--- src/rtl/periph_pkg.sv ---
// periph_pkg: register offsets, TCON bit indices and decode constants for mem_periph_responder
package periph_pkg;
  localparam logic [31:0] BASE_ADDR_DEF = 32'h4000_0000;
  localparam logic [5:0] OFF_TH   = 6'h00;
  localparam logic [5:0] OFF_TL   = 6'h04;
  localparam logic [5:0] OFF_TCON = 6'h08;
  localparam logic [5:0] OFF_LED  = 6'h0C;
  localparam logic [5:0] OFF_SW   = 6'h10;
  localparam logic [5:0] OFF_DIGI = 6'h14;
  localparam logic [5:0] OFF_TICK = 6'h18;
  localparam logic [5:0] OFF_UTX  = 6'h1C;
  localparam logic [5:0] OFF_UST  = 6'h20;
  localparam int TCON_EN = 0;
  localparam int TCON_IE = 1;
  localparam int TCON_ST = 2;
`ifdef PERIPH_UART_TX_EN
  // UART_STAT sits at 0x20, so the window grows to 64 bytes
  localparam int DEC_LSB = 6;
  localparam logic [5:0] OFF_MAX = OFF_UST;
`else
  localparam int DEC_LSB = 5;
  localparam logic [5:0] OFF_MAX = OFF_TICK;
`endif
  typedef enum logic [1:0] {U_IDLE, U_START, U_DATA, U_STOP} uart_state_e;
endpackage

--- src/rtl/periph_timer.sv ---
// periph_timer: TH/TL/TCON interval timer with reload, sticky status and registered irq
module periph_timer
  import periph_pkg::*;
(
  input  logic        clk,
  input  logic        reset_b,
  input  logic [31:0] wdata,
  input  logic        we_th,
  input  logic        we_tl,
  input  logic        we_tcon,
  output logic [31:0] th,
  output logic [31:0] tl,
  output logic [2:0]  tcon,
  output logic        irq
);
  logic ovf;
  assign ovf = tcon[TCON_EN] && tl == 32'hFFFF_FFFF;
  // CPU writes beat the count; an overflow status set beats a CPU clear
  always_ff @(posedge clk) begin
    if (!reset_b) begin
      th   <= '0;
      tl   <= '0;
      tcon <= '0;
      irq  <= 1'b0;
    end else begin
      if (we_th) th <= wdata;
      tl <= we_tl ? wdata : ovf ? th : tcon[TCON_EN] ? tl + 32'd1 : tl;
      tcon[1:0] <= we_tcon ? wdata[1:0] : tcon[1:0];
      tcon[TCON_ST] <= (we_tcon ? wdata[2] : tcon[TCON_ST]) | (ovf & tcon[TCON_IE]);
      irq <= tcon[TCON_ST] & tcon[TCON_IE];
    end
  end
endmodule

--- src/rtl/uart_tx_fsm.sv ---
// uart_tx_fsm: 8N1 LSB-first transmitter, each bit BAUD_DIV cycles, idle line high
module uart_tx_fsm
  import periph_pkg::*;
#(
  parameter int BAUD_DIV = 5208
) (
  input  logic       clk,
  input  logic       reset_b,
  input  logic       start,
  input  logic [7:0] data,
  output logic       tx,
  output logic       busy
);
  localparam int CW = (BAUD_DIV > 1) ? $clog2(BAUD_DIV) : 1;
  localparam logic [CW-1:0] LAST = CW'(BAUD_DIV - 1);
  uart_state_e st;
  logic [CW-1:0] cnt;
  logic [2:0] idx;
  logic [7:0] sh;
  assign busy = st != U_IDLE;
  always_ff @(posedge clk) begin
    if (!reset_b) begin
      st  <= U_IDLE;
      tx  <= 1'b1;
      cnt <= '0;
      idx <= '0;
      sh  <= '0;
    end else if (st == U_IDLE) begin
      if (start) begin
        st  <= U_START;
        tx  <= 1'b0;
        sh  <= data;
        cnt <= '0;
      end
    end else if (cnt != LAST) begin
      cnt <= cnt + 1'b1;
    end else begin
      cnt <= '0;
      case (st)
        U_START: begin
          st  <= U_DATA;
          tx  <= sh[0];
          sh  <= sh >> 1;
          idx <= '0;
        end
        U_DATA: begin
          if (idx == 3'd7) begin
            st <= U_STOP;
            tx <= 1'b1;
          end else begin
            tx  <= sh[0];
            sh  <= sh >> 1;
            idx <= idx + 1'b1;
          end
        end
        default: st <= U_IDLE;
      endcase
    end
  end
endmodule

--- src/rtl/mem_periph_responder.sv ---
// mem_periph_responder: MEM-stage peripheral window (timer, LED, 7-seg, switches, SYSTICK); PERIPH_UART_TX_EN adds a UART transmitter
module mem_periph_responder
  import periph_pkg::*;
#(
  parameter logic [31:0] BASE_ADDR = BASE_ADDR_DEF,
  parameter int LED_W = 8,
  parameter int SW_W = 8
`ifdef PERIPH_UART_TX_EN
  , parameter int BAUD_DIV = 5208
`endif
) (
  input  logic             clk,
  input  logic             reset_b,
  input  logic [31:0]      addr,
  input  logic [31:0]      wdata,
  input  logic             mem_read,
  input  logic             mem_write,
  output logic [31:0]      rdata,
  output logic             bad_addr,
  output logic             irq,
  output logic [LED_W-1:0] leds,
  output logic [11:0]      digi,
  input  logic [SW_W-1:0]  switches
`ifdef PERIPH_UART_TX_EN
  , output logic           uart_tx
`endif
);
  logic hit, rd, we;
  logic [5:0] off;
  logic [31:0] th, tl, systick, rsel;
  logic [2:0] tcon;
  logic [SW_W-1:0] sw_s1, sw_s2;
  logic unused_addr;
  assign unused_addr = ^addr[1:0];
  assign hit = addr[31:DEC_LSB] == BASE_ADDR[31:DEC_LSB];
  assign rd = mem_read && hit;
  assign we = mem_write && hit;
`ifdef PERIPH_UART_TX_EN
  logic tx_busy;
  assign off = {addr[5:2], 2'b00};
  uart_tx_fsm #(.BAUD_DIV(BAUD_DIV)) u_uart (
    .clk(clk), .reset_b(reset_b), .start(we && off == OFF_UTX),
    .data(wdata[7:0]), .tx(uart_tx), .busy(tx_busy)
  );
`else
  assign off = {1'b0, addr[4:2], 2'b00};
`endif
  periph_timer u_timer (
    .clk(clk), .reset_b(reset_b), .wdata(wdata),
    .we_th(we && off == OFF_TH), .we_tl(we && off == OFF_TL),
    .we_tcon(we && off == OFF_TCON),
    .th(th), .tl(tl), .tcon(tcon), .irq(irq)
  );
  always_comb begin
    rsel = off == OFF_TH   ? th :
           off == OFF_TL   ? tl :
           off == OFF_TCON ? {29'd0, tcon} :
           off == OFF_LED  ? 32'(leds) :
           off == OFF_SW   ? 32'(sw_s2) :
           off == OFF_DIGI ? {20'd0, digi} :
           off == OFF_TICK ? systick :
`ifdef PERIPH_UART_TX_EN
           off == OFF_UST  ? {31'd0, tx_busy} :
`endif
           32'd0;
    rdata = rd ? rsel : 32'd0;
  end
  always_ff @(posedge clk) begin
    if (!reset_b) begin
      leds     <= '0;
      digi     <= '0;
      systick  <= '0;
      sw_s1    <= '0;
      sw_s2    <= '0;
      bad_addr <= 1'b0;
    end else begin
      if (we && off == OFF_LED) leds <= wdata[LED_W-1:0];
      if (we && off == OFF_DIGI) digi <= wdata[11:0];
      systick  <= systick + 32'd1;
      sw_s1    <= switches;
      sw_s2    <= sw_s1;
      bad_addr <= (mem_read || mem_write) && hit && off > OFF_MAX;
    end
  end
endmodule

--- config.mk ---
export PLATFORM = sky130hd
export DESIGN_NAME = mem_periph_responder
export DESIGN_NICKNAME = d
export VERILOG_FILES = /design/src/rtl/periph_pkg.sv /design/src/rtl/periph_timer.sv /design/src/rtl/uart_tx_fsm.sv /design/src/rtl/mem_periph_responder.sv
export SDC_FILE = /design/constraint.sdc
export NUM_CORES = 1
export LEC_CHECK = 0
export CORE_ASPECT_RATIO = 0.8
export CORE_UTILIZATION = 45
export CTS_CLUSTER_SIZE = 20
export DETAILED_ROUTE_END_ITERATION = 6
export PLACE_DENSITY = 0.81
export SKIP_CTS_REPAIR_TIMING = 1
export SYNTH_ARGS = -nofsm -noshare
export SYNTH_HDL_FRONTEND = slang
export SYNTH_HIERARCHICAL = 1
export SYNTH_SLANG_ARGS = --single-unit
export TNS_END_PERCENT = 1
--- constraint.sdc ---
create_clock -name clk -period 3.2 [get_ports clk]
set_clock_uncertainty 0.1 [all_clocks]
set_input_delay 0.8 -clock clk [delete_from_list [all_inputs] [get_ports clk]]
set_output_delay 0.8 -clock clk [all_outputs]
set_load 0.01 [all_outputs]
[Word-level counts from Yosys, hierarchy flattened]
Index checks and enable logic that the tools add are counted.
Operators by class
  $add $sub $neg: 2
  magnitude comparators: 1
  equal/unequal tests: 8
  multiplexer cells: 12
  bitwise operators: 3
  reduce and logical (&&, ||, !) cells: 13
Operators by type and width (count)
  2-to-1 mux 32 bit: 11
  adder 32 x 1 -> 32 bit, second input constant: 2
  equality test 32 bit, second input constant: 1
  equality test 27 x 26 -> 1 bit, second input constant: 1
  logical AND 1 bit: 10
  equality test 3 bit, second input constant: 3
  equality test 3 x 2 -> 1 bit, second input constant: 2
  logical NOT 6 bit: 1
  greater-than comparator 5 bit, second input constant: 1
  equality test 3 x 1 -> 1 bit, second input constant: 1
  nonzero test 3 bit: 1
  AND 1 bit: 2
  logical OR 1 bit: 1
  2-to-1 mux 1 bit: 1
  bitwise OR 1 bit: 1
Storage, ports and cells
  bits in registers: 137
  input bits: 76
  output and inout bits: 54
  word-level logic and storage cells: 50

[Depth between registers and ports, before layout]
  depth in word-level cells: 9
  depth in mapped cells: 11
  gate-level depth less buffers: 9

[By module]
The synthesis kept the hierarchy.
Modules (own cells, without submodules)
  mem_periph_responder: instances 1, cells each 482, area an instance 3997.6 µm², seq. area each 1381.3 µm²
  periph_timer: instances 1, cells each 435, area an instance 3572.2 µm², seq. area each 1361.3 µm²

[Worst setup path before layout]
No wires, ideal clock.
  path kind: input to output
  start point: in addr[2]
  end point: out rdata[6]
  arrival time: 2.276 ns
  data required time: 2.300 ns
  slack: 0.024 ns
  stages on the path: 5
  path buffers: 3
  path through: buf_1 clkbuf_1 clkbuf_1 a221oi_1 a211oi_1
Between the ends
  cells in the longest elaborated chain, start to end: 9
  elaborated cells between the ends (all ways): 15
  those cells by class: 6 x eq/ne; 8 x mux; 1 x reduce/logical
Ends and longest elaborated chain
  start: declaration: RTL line mem_periph_responder.sv:14  | input logic [31:0] addr,
  equality test 3 bit: RTL line mem_periph_responder.sv:61  | off == OFF_TICK ? systick :
  2-to-1 mux 32 bit: RTL line mem_periph_responder.sv:61
  2-to-1 mux 32 bit: RTL line mem_periph_responder.sv:60  | off == OFF_DIGI ? {20'd0, digi} :
  2-to-1 mux 32 bit: RTL line mem_periph_responder.sv:59  | off == OFF_SW ? 32'(sw_s2) :
  2-to-1 mux 32 bit: RTL line mem_periph_responder.sv:58  | off == OFF_LED ? 32'(leds) :
  2-to-1 mux 32 bit: RTL line mem_periph_responder.sv:57  | off == OFF_TCON ? {29'd0, tcon} :
  2-to-1 mux 32 bit: RTL line mem_periph_responder.sv:56  | off == OFF_TL ? tl :
  2-to-1 mux 32 bit (*): RTL line mem_periph_responder.sv:55  | rsel = off == OFF_TH ? th :
  2-to-1 mux 32 bit (*): RTL line mem_periph_responder.sv:66  | rdata = rd ? rsel : 32'd0;
  end: declaration: RTL line mem_periph_responder.sv:18  | output logic [31:0] rdata,
Every way passes the cells marked *; elsewhere a longest branch is shown, timed or not.

[Worst setup path in the final report]
  start point: in addr[31]
  end point: out rdata[3]
Between the ends
  cells in the longest elaborated chain, start to end: 3
Ends and longest elaborated chain
  equality test 27 x 26 -> 1 bit: RTL line mem_periph_responder.sv:35  | assign hit = addr[31:DEC_LSB] == BASE_ADDR[31:DEC_LSB];
  logical AND 1 bit: RTL line mem_periph_responder.sv:36  | assign rd = mem_read && hit;
  2-to-1 mux 32 bit: RTL line mem_periph_responder.sv:66
No other way between the ends.

==> impl_metrics.toml <==
[run_status]
status = "finished, violations left"
violations = "setup timing"

[setup_path]
worstPathRequired_ns = 2.30
r2r-start = "u_timer/tl[0]$_SDFFE_PN0P_"
startpoint_type = "input pin"
cp_data_arrival_time_ns = 2.47
critPathCaptureType = "output pin"
worstReg2RegEnd = "u_timer/tl[3]$_SDFFE_PN0P_"
crit_slowest_cell = "or3_4"
max_stage_delay_ns = 0.47
path_delay_family = "simple AND/OR/NAND/NOR gates"
path_class = "in -> out"
r2r_slack_ns = 0.71
reg2reg_depth = 8
crit_chain = "clkbuf_2, nor4_2, nand4_1, or3_4, buf_6, buf_6, a211oi_2, buf_2"
path_common_cell = "buf_6"
path_max_fanout = 5
crit_buf_inv = 4

[timing]
min_period_ns = 3.37
slew_headroom_pct = 43.0
setup_viol = 26
final_max_slew_viol_count = 0
final.setup.tns_ns = -1.15
setup_ws_ns = -0.173
rsz0062_at_grt = "true"
hold_viol_final = 0
fmax_mhz = 296
finalCritPeriodShare_pct = 105
worst_pin_slew_ns = 0.847

[placement]
portBuffers = 127
placedCellCount = 1263
post-dp-hpwl_mm = 17.5
gp_congestion = 0.903
dpl_worst_slack_ns = -0.956

[synth]
syn-num-nets = 995
synth.ff_latch_count = 137
yosysUniqueCellTypes = 63
syn_area_per_cell_um2 = 8.25
ys_async_sr_fraction_pct = 0
syn_inst = 917
synth-seq-area-share_pct = 36.2
synthFlopType = "dfxtp_1"
syn_area_um2 = 7570
synth_edf_count = 0
yosysWarnings = 6

[grt]
grt_pass1_wl_mm = 39.5
grt_pass1_vias = 7395
grt.total_usage_pct = 28.9
overflow = 0
grt_max_degree = 64
antenna_found_initial = 0

[worst_hold_path]
whs_endpoint = "sw_s2[2]$_SDFF_PN0_"
hold_depth = 1
holdCritStartpoint = "sw_s1[2]$_SDFF_PN0_"
hp-class = "reg -> reg"

[clock_tree]
cts_num_sinks = 137
root_buffer = "clkbuf_16"
cts.clk_slew.worst_paths_ns = 0.07
clock_latency_ns = 0.43
h-tree-depth = 4
cts_buffers = 17
clock_path_buffers = 2
cts_tree = "done"

[flow_run]
cap_violations = 0

[die]
coreArea_um2 = 16500
die_h_um = 118
fp-row-count = 42
initial_core_util_pct = 45.9
dieArea_um2 = 17300
die_w_um = 147
ios = 130

[power_and_ir_drop]
ir_drop_v = 0.000360
p_leak_nw = 3.79
powerDensity_nw_per_um2 = 397
sw_frac_of_total_pct = 27.4
report.power.total_mw = 4.03
p_clk_share_pct = 50.3
power.switching_mw = 1.10
p_int_mw = 2.93
pwr-share-comb_pct = 7.0
power_frac_seq_pct = 42.7

[routing]
dr_total_vias = 8131
drt_iter0_drc = 972
wl_mm = 25.9
drc = 0
vias_per_cell = 6.25
drt_pass1_iterations = 7
antenna_left = 0
wl_per_cell_um = 19.9

[final_layout]
final_cells = 1301
nNetsFinal = 1146
finish.utilization_pct = 61.6
fillers = 1371
n_antenna_cell = 0
drive_gt1_share_pct = 19.2
syn_to_final_growth_pct = 34.3
==> logic make-up (layout without fill, tap and decap cells) <==
group / after synthesis / in the layout / share of synthesized area (%)
simple gates: 363 / 363 / 25.7
flops: 137 / 137 / 36.2
compound gates: 223 / 223 / 18.7
mux: 76 / 76 / 11.0
fa+ha+maj: 2 / 2 / 0.331
xor+xnor: 29 / 29 / 3.36
buf+inv: 87 / 251 / 4.66
==> per-layer routing <==
layer	track usage (%)	vias to the layer above	part of all wire [%]
met5	0	-	0
met4	10.8	0	2.8
met3	7.60	55	10
met2	42.7	448	45
met1	40.2	3905	42
li1	-	3723	-
==> layout by cell type (no fill, tap or decap), types with 6 or more instances in the layout <==
cell type / count
mux2_2: 27
nand4_1: 21
nand3_1: 46
buf_12: 8
nand2_1: 39
nor3_1: 18
nor4_1: 20
o21ai_0: 40
clkbuf_16: 17
mux2i_1: 46
buf_6: 6
a31oi_1: 9
a22o_1: 6
dfxtp_1: 137
o311ai_0: 7
o32ai_1: 7
a21oi_1: 71
buf_2: 26
clkdlybuf4s50_1: 66
nor2_1: 96
xor2_1: 10
nand2b_1: 7
xnor2_1: 19
dlymetal6s2s_1: 22
inv_1: 16
clkbuf_2: 10
clkinv_8: 7
inv_8: 6
buf_4: 62
and2_1: 20
or3_1: 12
or4_1: 8
and3_1: 25
o41ai_1: 7
o22ai_1: 15
a22oi_1: 26
and4_1: 11
==> worst max path at each step <==
stage              from   endpoint  depth (start not counted)
2_1_floorplan   addr[2]   rdata[6]                          5
3_3_place_gp    addr[7]  rdata[26]                          7
3_5_place_dp   addr[13]  rdata[25]                          7
4_1_cts        addr[13]  rdata[15]                          7
5_1_grt        addr[25]   rdata[3]                          8
6_report       addr[31]   rdata[3]                          8
==> synth_stat cells, drive strengths merged (2+ instances only) <==
master   number  area [um^2]
o311ai        7         61.3
nor4b         5         43.8
o21a          3         22.5
a31oi         9         56.3
nand4        24          169
and3         26          164
a21oi        71          355
and2         21          131
a211oi        8         60.1
inv          17         63.8
a22o          6         52.6
o211ai        2         15.0
or3          13         81.3
a221oi        3         26.3
nor2b         5         31.3
mux2i        46          460
o22ai        15         93.8
mux4          3         67.6
nand2b        7         43.8
nand2        39          146
dfxtp       137         2740
or4           9         71.3
buf          18         92.6
clkbuf       51          193
nor3b         5         37.5
and4         12          106
o21ai        42          210
a22oi        26          195
nand3        46          230
xnor2        19          166
nor4         27          169
nor2         99          372
o32ai         7         61.3
nor3         21          116
o2bb2ai       5         43.8
ha            2         25.0
o31ai         5         37.5
o41ai         7         61.3
xor2         10         87.6
mux2         27          304
a21boi        2         15.0
==> per-stage QoR <==
stage | cell area, um^2 | hold WS (ns)
finish | 10200 | 0.335
global placement | 9460 | 0.314
floorplan | 7570 | 0.312
CTS | 10100 | 0.340
detailed placement | 9460 | 0.322
global route | 10200 | 0.354
==> power by group through the flow <==
stage | clock network (mW) | logic [mW] | registers, mW
final | 2.03 | 0.282 | 1.72
after global routing | 2.14 | 0.295 | 1.72
after floorplan | 0 | 0.0896 | 1.76
after CTS | 2.04 | 0.267 | 1.72
after detailed placement | 0 | 0.264 | 1.76
after global placement | 0 | 0.260 | 1.76
==> layout make-up <==
cell class,instances,area [um^2],share of cell area [%]
well taps,220,275,2.71
inverters,18,67.6,0.665
flip-flops and latches,137,2740,27.0
multi-input cells,693,4630,45.5
clock buffers,17,425,4.19
clock inverters,15,199,1.96
repair buffers,201,1820,17.9
==> sequential cells by signal, indices dropped and copies added (netlist names) <==
| signal | flops |
|---|---|
| bad_addr | 1 |
| digi | 12 |
| leds | 8 |
| sw_s1 | 8 |
| sw_s2 | 8 |
| systick | 32 |
| u_timer/irq | 1 |
| u_timer/tcon | 3 |
| u_timer/th | 32 |
| u_timer/tl | 32 |
No activity file was read; power rests on OpenSTA's default activity.
